--- src/rtl/pkg_divisor.sv ---
// Shared definitions for the divider operand dispatcher.
//   estado_desp_t    : dispatcher FSM state encoding.
//   par_operandos_t  : operand pair {num, den} at the default operand width.
//                      Modules built with a different SIZE declare the same
//                      layout locally at their own width.
//   ancho_cuenta()   : width of an occupancy counter able to hold 0..depth.
package pkg_divisor;

  localparam int unsigned SIZE_DEF  = 8;
  localparam int unsigned DEPTH_DEF = 4;

  typedef enum logic [1:0] {
    IDLE     = 2'd0,
    ARRANQUE = 2'd1,
    ESPERA   = 2'd2,
    SALIDA   = 2'd3
  } estado_desp_t;

  typedef struct packed {
    logic [SIZE_DEF-1:0] num;
    logic [SIZE_DEF-1:0] den;
  } par_operandos_t;

  function automatic int unsigned ancho_cuenta(input int unsigned depth);
    return $clog2(depth + 1);
  endfunction

endpackage

--- src/rtl/fifo_operandos.sv ---
// Operand-pair FIFO feeding the dispatcher.
// Ports:
//   clk, rst_n          clock and asynchronous active-low reset
//   push, push_num/den  write request and operand pair (ignored while full)
//   pop                 remove the head entry (ignored while empty)
//   head_num/den        current head entry
//   full, empty         status flags
//   ocupacion           number of stored entries
module fifo_operandos
  import pkg_divisor::*;
#(
  parameter int unsigned SIZE  = 8,
  parameter int unsigned DEPTH = 4
) (
  input  logic                             clk,
  input  logic                             rst_n,
  input  logic                             push,
  input  logic [SIZE-1:0]                  push_num,
  input  logic [SIZE-1:0]                  push_den,
  input  logic                             pop,
  output logic [SIZE-1:0]                  head_num,
  output logic [SIZE-1:0]                  head_den,
  output logic                             full,
  output logic                             empty,
  output logic [ancho_cuenta(DEPTH)-1:0]   ocupacion
);

  localparam int unsigned PW = $clog2(DEPTH);
  localparam int unsigned CW = ancho_cuenta(DEPTH);

  typedef struct packed {
    logic [SIZE-1:0] num;
    logic [SIZE-1:0] den;
  } par_t;

  par_t            mem_q [DEPTH];
  logic [PW-1:0]   wr_ptr_q;
  logic [PW-1:0]   rd_ptr_q;
  logic [CW-1:0]   cuenta_q;
  logic            push_en;
  logic            pop_en;

  assign full      = (cuenta_q == CW'(DEPTH));
  assign empty     = (cuenta_q == '0);
  assign push_en   = push && !full;
  assign pop_en    = pop && !empty;
  assign head_num  = mem_q[rd_ptr_q].num;
  assign head_den  = mem_q[rd_ptr_q].den;
  assign ocupacion = cuenta_q;

  // DEPTH is a power of two, so pointers wrap by plain overflow.
  always_ff @(posedge clk or negedge rst_n) begin
    if (!rst_n) begin
      for (int i = 0; i < DEPTH; i++) begin
        mem_q[i] <= '0;
      end
      wr_ptr_q <= '0;
      rd_ptr_q <= '0;
      cuenta_q <= '0;
    end else begin
      if (push_en) begin
        mem_q[wr_ptr_q] <= '{num: push_num, den: push_den};
        wr_ptr_q        <= wr_ptr_q + PW'(1);
      end
      if (pop_en) begin
        rd_ptr_q <= rd_ptr_q + PW'(1);
      end
      if (push_en && !pop_en) begin
        cuenta_q <= cuenta_q + CW'(1);
      end else if (pop_en && !push_en) begin
        cuenta_q <= cuenta_q - CW'(1);
      end
    end
  end

endmodule

--- src/rtl/despachador_divisor.sv ---
// Operand dispatcher placed in front of the non-segmented divider.
// Queues operand pairs, runs one division at a time on the divider,
// resolves division by zero locally, and offers results on a valid/ready port.
// Ports:
//   clk, rst_n                  clock and asynchronous active-low reset
//   in_valid/in_ready           operand handshake (in_ready = !full)
//   in_num, in_den              operand pair
//   div_start                   one-cycle start pulse to the divider
//   div_num, div_den            operands held stable for the divider
//   div_coc, div_res, div_done  divider results and completion
//   out_valid/out_ready         result handshake
//   out_coc, out_res, out_dz    quotient, remainder, division-by-zero flag
//   ocupacion                   FIFO entry count
module despachador_divisor
  import pkg_divisor::*;
#(
  parameter int unsigned SIZE  = 8,
  parameter int unsigned DEPTH = 4
) (
  input  logic                             clk,
  input  logic                             rst_n,
  input  logic                             in_valid,
  output logic                             in_ready,
  input  logic [SIZE-1:0]                  in_num,
  input  logic [SIZE-1:0]                  in_den,
  output logic                             div_start,
  output logic [SIZE-1:0]                  div_num,
  output logic [SIZE-1:0]                  div_den,
  input  logic [SIZE-1:0]                  div_coc,
  input  logic [SIZE-1:0]                  div_res,
  input  logic                             div_done,
  output logic                             out_valid,
  input  logic                             out_ready,
  output logic [SIZE-1:0]                  out_coc,
  output logic [SIZE-1:0]                  out_res,
  output logic                             out_dz,
  output logic [ancho_cuenta(DEPTH)-1:0]   ocupacion
);

  estado_desp_t    estado_q;
  logic            div_start_q;
  logic [SIZE-1:0] div_num_q;
  logic [SIZE-1:0] div_den_q;
  logic            out_valid_q;
  logic [SIZE-1:0] out_coc_q;
  logic [SIZE-1:0] out_res_q;
  logic            out_dz_q;

  logic            fifo_full;
  logic            fifo_empty;
  logic            fifo_pop;
  logic [SIZE-1:0] head_num;
  logic [SIZE-1:0] head_den;

  // The head is consumed the same cycle IDLE decides what to do with it.
  assign fifo_pop = (estado_q == IDLE) && !fifo_empty;
  assign in_ready = !fifo_full;

  fifo_operandos #(
    .SIZE  (SIZE),
    .DEPTH (DEPTH)
  ) u_fifo (
    .clk       (clk),
    .rst_n     (rst_n),
    .push      (in_valid && in_ready),
    .push_num  (in_num),
    .push_den  (in_den),
    .pop       (fifo_pop),
    .head_num  (head_num),
    .head_den  (head_den),
    .full      (fifo_full),
    .empty     (fifo_empty),
    .ocupacion (ocupacion)
  );

  always_ff @(posedge clk or negedge rst_n) begin
    if (!rst_n) begin
      estado_q    <= IDLE;
      div_start_q <= 1'b0;
      div_num_q   <= '0;
      div_den_q   <= '0;
      out_valid_q <= 1'b0;
      out_coc_q   <= '0;
      out_res_q   <= '0;
      out_dz_q    <= 1'b0;
    end else begin
      unique case (estado_q)
        IDLE: begin
          if (!fifo_empty) begin
            if (head_den != '0) begin
              div_num_q   <= head_num;
              div_den_q   <= head_den;
              div_start_q <= 1'b1;
              estado_q    <= ARRANQUE;
            end else begin
              // Zero denominator: answer directly, divider stays idle.
              out_coc_q   <= '1;
              out_res_q   <= head_num;
              out_dz_q    <= 1'b1;
              out_valid_q <= 1'b1;
              estado_q    <= SALIDA;
            end
          end
        end
        ARRANQUE: begin
          // div_done is deliberately not looked at while the pulse is out.
          div_start_q <= 1'b0;
          estado_q    <= ESPERA;
        end
        ESPERA: begin
          if (div_done) begin
            out_coc_q   <= div_coc;
            out_res_q   <= div_res;
            out_dz_q    <= 1'b0;
            out_valid_q <= 1'b1;
            estado_q    <= SALIDA;
          end
        end
        SALIDA: begin
          if (out_ready) begin
            out_valid_q <= 1'b0;
            estado_q    <= IDLE;
          end
        end
        default: begin
          estado_q <= IDLE;
        end
      endcase
    end
  end

  assign div_start = div_start_q;
  assign div_num   = div_num_q;
  assign div_den   = div_den_q;
  assign out_valid = out_valid_q;
  assign out_coc   = out_coc_q;
  assign out_res   = out_res_q;
  assign out_dz    = out_dz_q;

endmodule

--- config.mk ---
export PLATFORM = sky130hd
export DESIGN_NAME = despachador_divisor
export DESIGN_NICKNAME = d
export VERILOG_FILES = /design/src/rtl/pkg_divisor.sv /design/src/rtl/fifo_operandos.sv /design/src/rtl/despachador_divisor.sv
export SDC_FILE = /design/constraint.sdc
export NUM_CORES = 1
export LEC_CHECK = 0
export CAP_MARGIN = 30
export CORE_ASPECT_RATIO = 0.75
export CORE_MARGIN = 2
export CORE_UTILIZATION = 45
export CTS_CLUSTER_DIAMETER = 30
export CTS_CLUSTER_SIZE = 12
export DETAILED_ROUTE_END_ITERATION = 8
export GPL_ROUTABILITY_DRIVEN = 0
export PLACE_DENSITY_LB_ADDON = 0.3
export SLEW_MARGIN = 20
export SYNTH_ARGS = -nofsm -noshare
export SYNTH_HDL_FRONTEND = slang
export SYNTH_SLANG_ARGS = --single-unit
--- constraint.sdc ---
create_clock -name clk -period 2.87 [get_ports clk]
set_clock_uncertainty 0.05 [all_clocks]
set_input_delay 0.287 -clock clk [delete_from_list [all_inputs] [get_ports clk]]
set_output_delay 0.287 -clock clk [all_outputs]
set_load 0.05 [all_outputs]
# Word-level counts from Yosys, hierarchy flattened
# Index checks and enable logic that the tools add are counted.
# classes
n_reduce_logical	23
n_addsub	4
muxes	31
n_lt_le_gt_ge	3
n_eq_ne	9
bitwise	3
# op_table
op	count
64-bit bitwise mux	1
16-bit two-way mux	3
8-bit two-way mux	6
16-bit binary-select mux with 2-bit select	1
16-bit demux with 2-bit select	1
8-bit one-hot mux with 2 select lines	2
3-bit AND reduction	3
2-bit two-way mux	4
2-bit inequality test, second input constant	4
2-bit one-hot mux with 4 select lines	1
8-bit nonzero test	1
1-bit logical AND	7
1-bit two-way mux	7
3-bit greater-or-equal comparator, second input constant	2
3-bit two-way mux	2
2-bit NOT with 3-bit output	2
2-bit nonzero test	3
5-bit AND reduction	1
2-bit by 1-bit adder with 2-bit output, second input constant	2
2-bit == test, second input constant	2
1-bit logical NOT	4
1-bit one-hot mux with 2 select lines	2
4-bit AND reduction	1
3-bit by 1-bit adder with 3-bit output, second input constant	1
other kinds (10)	10
# word_totals
regBits	108
inputBits	37

# Longest topological paths before layout
# logic_depth
depth_word	8
mapped_depth	10
ltp_nobuf	9

# Cells and area by module
# Synthesis repeated with hierarchy kept, for this count alone.
# hier_totals
hier_cells	320
area_unflattened_um2	4899.7
# by_module_without_submodules
module	seq_area_each_um2	cells_each	area_per_inst_um2	n_inst
fifo_operandos	1776.7	190	3185.6	1
despachador_divisor	925.9	130	1714.1	1

# Least setup slack after synthesis
# Ideal clock, no wire load.
# synth_timing
kind	register to register
start	register u_fifo.cuenta_q[1] (netlist: u_fifo.ocupacion[1])
end	register u_fifo.cuenta_q[2] (netlist: u_fifo.ocupacion[2])
required_ps	2738
path_slack_ps	153
setup_ps	82
path_stages_with_launch	11
t_arrival_ps	2585
cell_sequence	dfrtp_1 -> nor2_1 -> nand2_1 -> and2_1 -> clkbuf_1 -> ha_1 -> inv_1 -> fa_1 -> xor2_1 -> nor2_1 -> xor2_1
# synth_between
elab_chain_len	7
# synth_rtl
item	line	source
start: declaration	fifo_operandos.sv:39	logic [CW-1:0] cuenta_q;
start signal: assignment	fifo_operandos.sv:69	cuenta_q <= cuenta_q + CW'(1);
start signal: assignment	fifo_operandos.sv:71	cuenta_q <= cuenta_q - CW'(1);
3-bit == test *	fifo_operandos.sv:43	assign full = (cuenta_q == CW'(DEPTH));
1-bit logical NOT *	despachador_divisor.sv:57	assign in_ready = !fifo_full;
via in_ready	despachador_divisor.sv:23	output logic in_ready,
1-bit logical AND	despachador_divisor.sv:65	.push (in_valid && in_ready),
1-bit logical AND *	fifo_operandos.sv:45	assign push_en = push && !full;
via u_fifo.push_en	fifo_operandos.sv:40	logic push_en;
1-bit logical NOT	fifo_operandos.sv:70	end else if (pop_en && !push_en) begin
1-bit logical AND	fifo_operandos.sv:70	
2-bit nonzero test (no line)	--	
# Mark *: on every way through the listed nets, which the timed path passes. The rest lies on a longest branch. The select of a mux whose other input is x is not followed.
# A chain may end at the register's enable or synchronous reset.

# Worst setup path in the final report
# layout_timing
start	register u_fifo.rd_ptr_q[0]
end	register out_valid_q (netlist: out_valid)
# layout_between
elab_chain_len	7
# layout_rtl
item	line	source
start: declaration	fifo_operandos.sv:38	logic [PW-1:0] rd_ptr_q;
start signal: assignment	fifo_operandos.sv:66	rd_ptr_q <= rd_ptr_q + PW'(1);
2-bit NOT with 3-bit output (implied by the code)	fifo_operandos.sv:48	assign head_den = mem_q[rd_ptr_q].den;
16-bit binary-select mux with 2-bit select	fifo_operandos.sv:48	
16-bit two-way mux (implied by the code) (2 in series)	fifo_operandos.sv:48	
8-bit nonzero test	despachador_divisor.sv:90	if (head_den != '0) begin
2-bit inequality test (no line)	--	
5-bit AND reduction (no line)	--	
end signal: assignment	despachador_divisor.sv:82	out_valid_q <= 1'b0;
end signal: assignment	despachador_divisor.sv:100	out_valid_q <= 1'b1;
end signal: assignment	despachador_divisor.sv:115	out_valid_q <= 1'b1;
end: declaration	despachador_divisor.sv:44	logic out_valid_q;
# No other way between the ends. The select of a mux whose other input is x is not followed.

==> results.yml <==
timing:
  rsz0062_at_grt: "no"
  slew_violations: 0
  tightest_slew_ns: 0.597
  period_minus_slack_ns: 2.67
  hold_viol_final: 0
  holdWs_ns: 0.432
  setup_viol: 0
  tns_ns: 0
  max_freq_mhz: 374
  finalCritPeriodShare_pct: 93.1
  relSlewSlack_pct: 60.2
layout:
  drive_gt1_share_pct: 29.6
  seq_area_mm2: 0.00270
  diodes: 0
  design_area_mm2: 0.00625
  area_delta_synth_final_pct: 26.9
  multi_input_area_mm2: 0.00212
  final_nets: 467
  fillers: 842
grt:
  grt_pass1_vias: 3250
  grt_use_total_pct: 19.2
  grt_max_degree: 66
  grt_overflow: 0
  antenna_found_initial: 0
  grt_pass1_wl_mm: 17.4
setup_path:
  reg2reg_slack_ns: 0.20
  reg2reg_from: "u_fifo.rd_ptr_q[0]"
  startpoint_type: "register"
  r2r_cells: 6
  cp-end-kind: "register"
  critPathMaxFanout: 9
  cp-endpoint: "out_valid"
  cp_cell_sequence: "buf_4 -> mux4_2 -> nor4_4 -> nand2_2 -> a211oi_2 -> mux2_1"
  worstPathArrival_ns: 2.85
  worstSetupPathType: "register to register"
  slowest_stage: "dfrtp_1"
  startpoint: "u_fifo.rd_ptr_q[0]"
  max_stage_delay_ns: 0.65
  critPathRequiredTime_ns: 3.05
  worstReg2RegEnd: "out_valid"
detailed_routing:
  final_antenna_net_count: 0
  detail_route.vias_per_cell: 5.41
  wl_per_cell_um: 19.2
  drc: 0
  drt_iter0_drc: 181
  wl_mm: 10.8
  drt_first_pass_iters: 4
  vias: 3045
power:
  p_leak_nw: 2.63
  combPwrFrac_pct: 50.5
  p_per_area_mw_per_mm2: 1380
  netSwitchingPower_mw: 3.42
  swShare_pct: 39.8
  p_clk_share_pct: 16.6
  intPower_mw: 5.19
  irDropWorstVdd_v: 0.000511
  seqPwrFrac_pct: 32.9
clock_network:
  htree_levels: 3
  cts_made_buffers: 9
  cts_sinks: 108
  root_buffer: "clkbuf_16"
  clk_pin_slew_ns: 0.07
  cts.path.max_buffers: 2
  cts_tree: "yes"
  post_cts_resized: 0
  insertion_delay_ns: 0.35
logic_synthesis:
  synth_area_mm2: 0.00492
  syn_area_per_cell_um2: 14.7
  synthDistinctLibCells: 33
  syn-instance-count: 335
  yosys_register_bits: 108
  syn_nets: 384
  yosysWarnings: 0
  yosysSeqAreaShare_pct: 54.9
floorplanning:
  start_util_pct: 45.7
  rows: 33
  io_pins: 76
  core_area_mm2: 0.0108
  dieArea_mm2: 0.0118
  die_width_um: 125
  die_h_um: 94.6
placed_design:
  placed_cell_area_mm2: 0.00588
  dp_hpwl_mm: 7.39
  port_buffers: 75
min_path:
  hp-class: "primary input to async pin"
flow_run:
  cap_violations: 0
status:
  outcome: "finished, final reports clean"
## critical path: cells and delay by family, from the launching register on
kind	cells	cell delay, ns
and+or+nand+nor	2	0.44
buffers and inverters	1	0.24
AOI/OAI and AO/OA	1	0.27
muxes	2	0.90
DFF	1	0.65
## power by group through the flow
stage	sequential, mW	clock (mW)	combinational, mW
after global routing	2.92	1.51	4.63
after floorplan	3.49	0	2.37
after CTS	2.83	1.46	4.35
after detailed placement	2.85	0	4.33
final	2.83	1.43	4.35
after global placement	2.81	0	4.19
## placed cells by master (no fill, tap or decap), types with 3 or more instances in the layout
cell type / Yosys / layout
mux4_2: 16 / 16
o21ai_0: 5 / 5
xnor2_1: 3 / 3
nor2_1: 5 / 5
nor2b_1: 10 / 10
inv_1: 7 / 7
dfrtp_1: 108 / 108
buf_4: 1 / 12
o32ai_1: 8 / 8
clkbuf_16: 0 / 9
a31oi_1: 9 / 9
a21o_1: 9 / 9
clkdlybuf4s50_1: 0 / 74
bufinv_16: 0 / 3
mux2_1: 10 / 10
xor2_1: 3 / 3
nand2_1: 9 / 9
o22a_1: 8 / 8
ha_1: 11 / 11
mux2i_1: 8 / 8
mux2_2: 72 / 72
## cells in the mapped netlist
library cell / n / share of area [%]
nor2_1: 5 / 0.38
a211oi_2: 1 / 0.25
dfrtp_1: 108 / 55
fa_1: 1 / 0.41
ha_1: 11 / 2.8
clkbuf_1: 11 / 0.84
a21bo_1: 1 / 0.20
a21oi_1: 2 / 0.20
nand2_1: 9 / 0.69
a31oi_1: 9 / 1.1
mux2_2: 72 / 16
mux2i_1: 8 / 1.6
nand2b_1: 2 / 0.25
buf_4: 1 / 0.15
o21ai_0: 5 / 0.51
mux2_1: 10 / 2.3
a21o_1: 9 / 1.4
o2bb2ai_1: 1 / 0.18
buf_2: 5 / 0.51
o32ai_1: 8 / 1.4
nand2_2: 1 / 0.13
o22a_1: 8 / 1.4
xor2_1: 3 / 0.53
nor3_1: 1 / 0.10
a21oi_2: 2 / 0.36
a41oi_1: 1 / 0.18
buf_1: 1 / 0.076
xnor2_1: 3 / 0.53
mux4_2: 16 / 7.3
nor2b_1: 10 / 1.3
inv_1: 7 / 0.53
nor4_4: 2 / 0.86
and2_1: 1 / 0.13
## flip-flops by register name (all words and copies together), names as in the netlist
signal            flops
out_valid             1
u_fifo.mem_q         64
div_start             1
out_coc               8
div_den               8
div_num               8
u_fifo.ocupacion      3
u_fifo.rd_ptr_q       2
u_fifo.wr_ptr_q       2
out_res               8
estado_q              2
out_dz                1
## how the worst min path moves through the flow
| stage | start | to | cells past startpoint |
|---|---|---|---|
| floorplan | rst_n | div_den[0] | 0 |
| global placement | rst_n | u_fifo.ocupacion[0] | 1 |
| detailed placement | rst_n | u_fifo.ocupacion[0] | 1 |
| finish | rst_n | u_fifo.ocupacion[1] | 2 |
| global route | u_fifo.mem_q[19] | u_fifo.mem_q[19] | 1 |
| CTS | rst_n | u_fifo.ocupacion[0] | 2 |
## routing by layer
layer,vias up,part of all wire [%],global-route usage [%]
li1,1403,-,-
met1,1554,50,26.6
met2,77,45,30.5
met3,11,4.2,4.48
met4,0,1.0,5.62
met5,-,0,0
## timing repair
item                                   CTS  global route
hold buffers                             1             0
buffers inserted                         0             0
endpoints found under the hold margin   43             0
## stage by stage
stage	std cells	worst slack [ns]	total power [mW]	utilization [%]
after detailed placement	545	0.191	7.18	54.5
after CTS	562	0.162	8.64	57.9
final	563	0.198	8.61	58.0
after floorplan	335	0.153	5.86	-
after global routing	563	0.0186	9.07	58.0
after global placement	544	0.289	7.00	54.5
## cells by family (layout without fill, tap and decap cells)
kind of cell               Yosys count  after routing  share of synthesized area, %
xor gates and xnor gates             6              6                          1.07
buffers and inverters               25            113                          2.11
and+or+nand+nor                     31             31                          3.81
muxes                              106            106                          27.7
DFF                                108            108                          54.9
adders and majority gates           12             12                          3.20
AOI/OAI and AO/OA                   47             47                          7.24
## cell type report
type / count / area share, %
clock buffer: 10 / 3.82
clock inverter: 6 / 1.78
inverter: 7 / 0.420
multi-input combinational: 202 / 33.9
sequential: 108 / 43.2
tap: 140 / 2.80
timing repair buffer: 90 / 14.0
(Power assumes the default switching activity.)
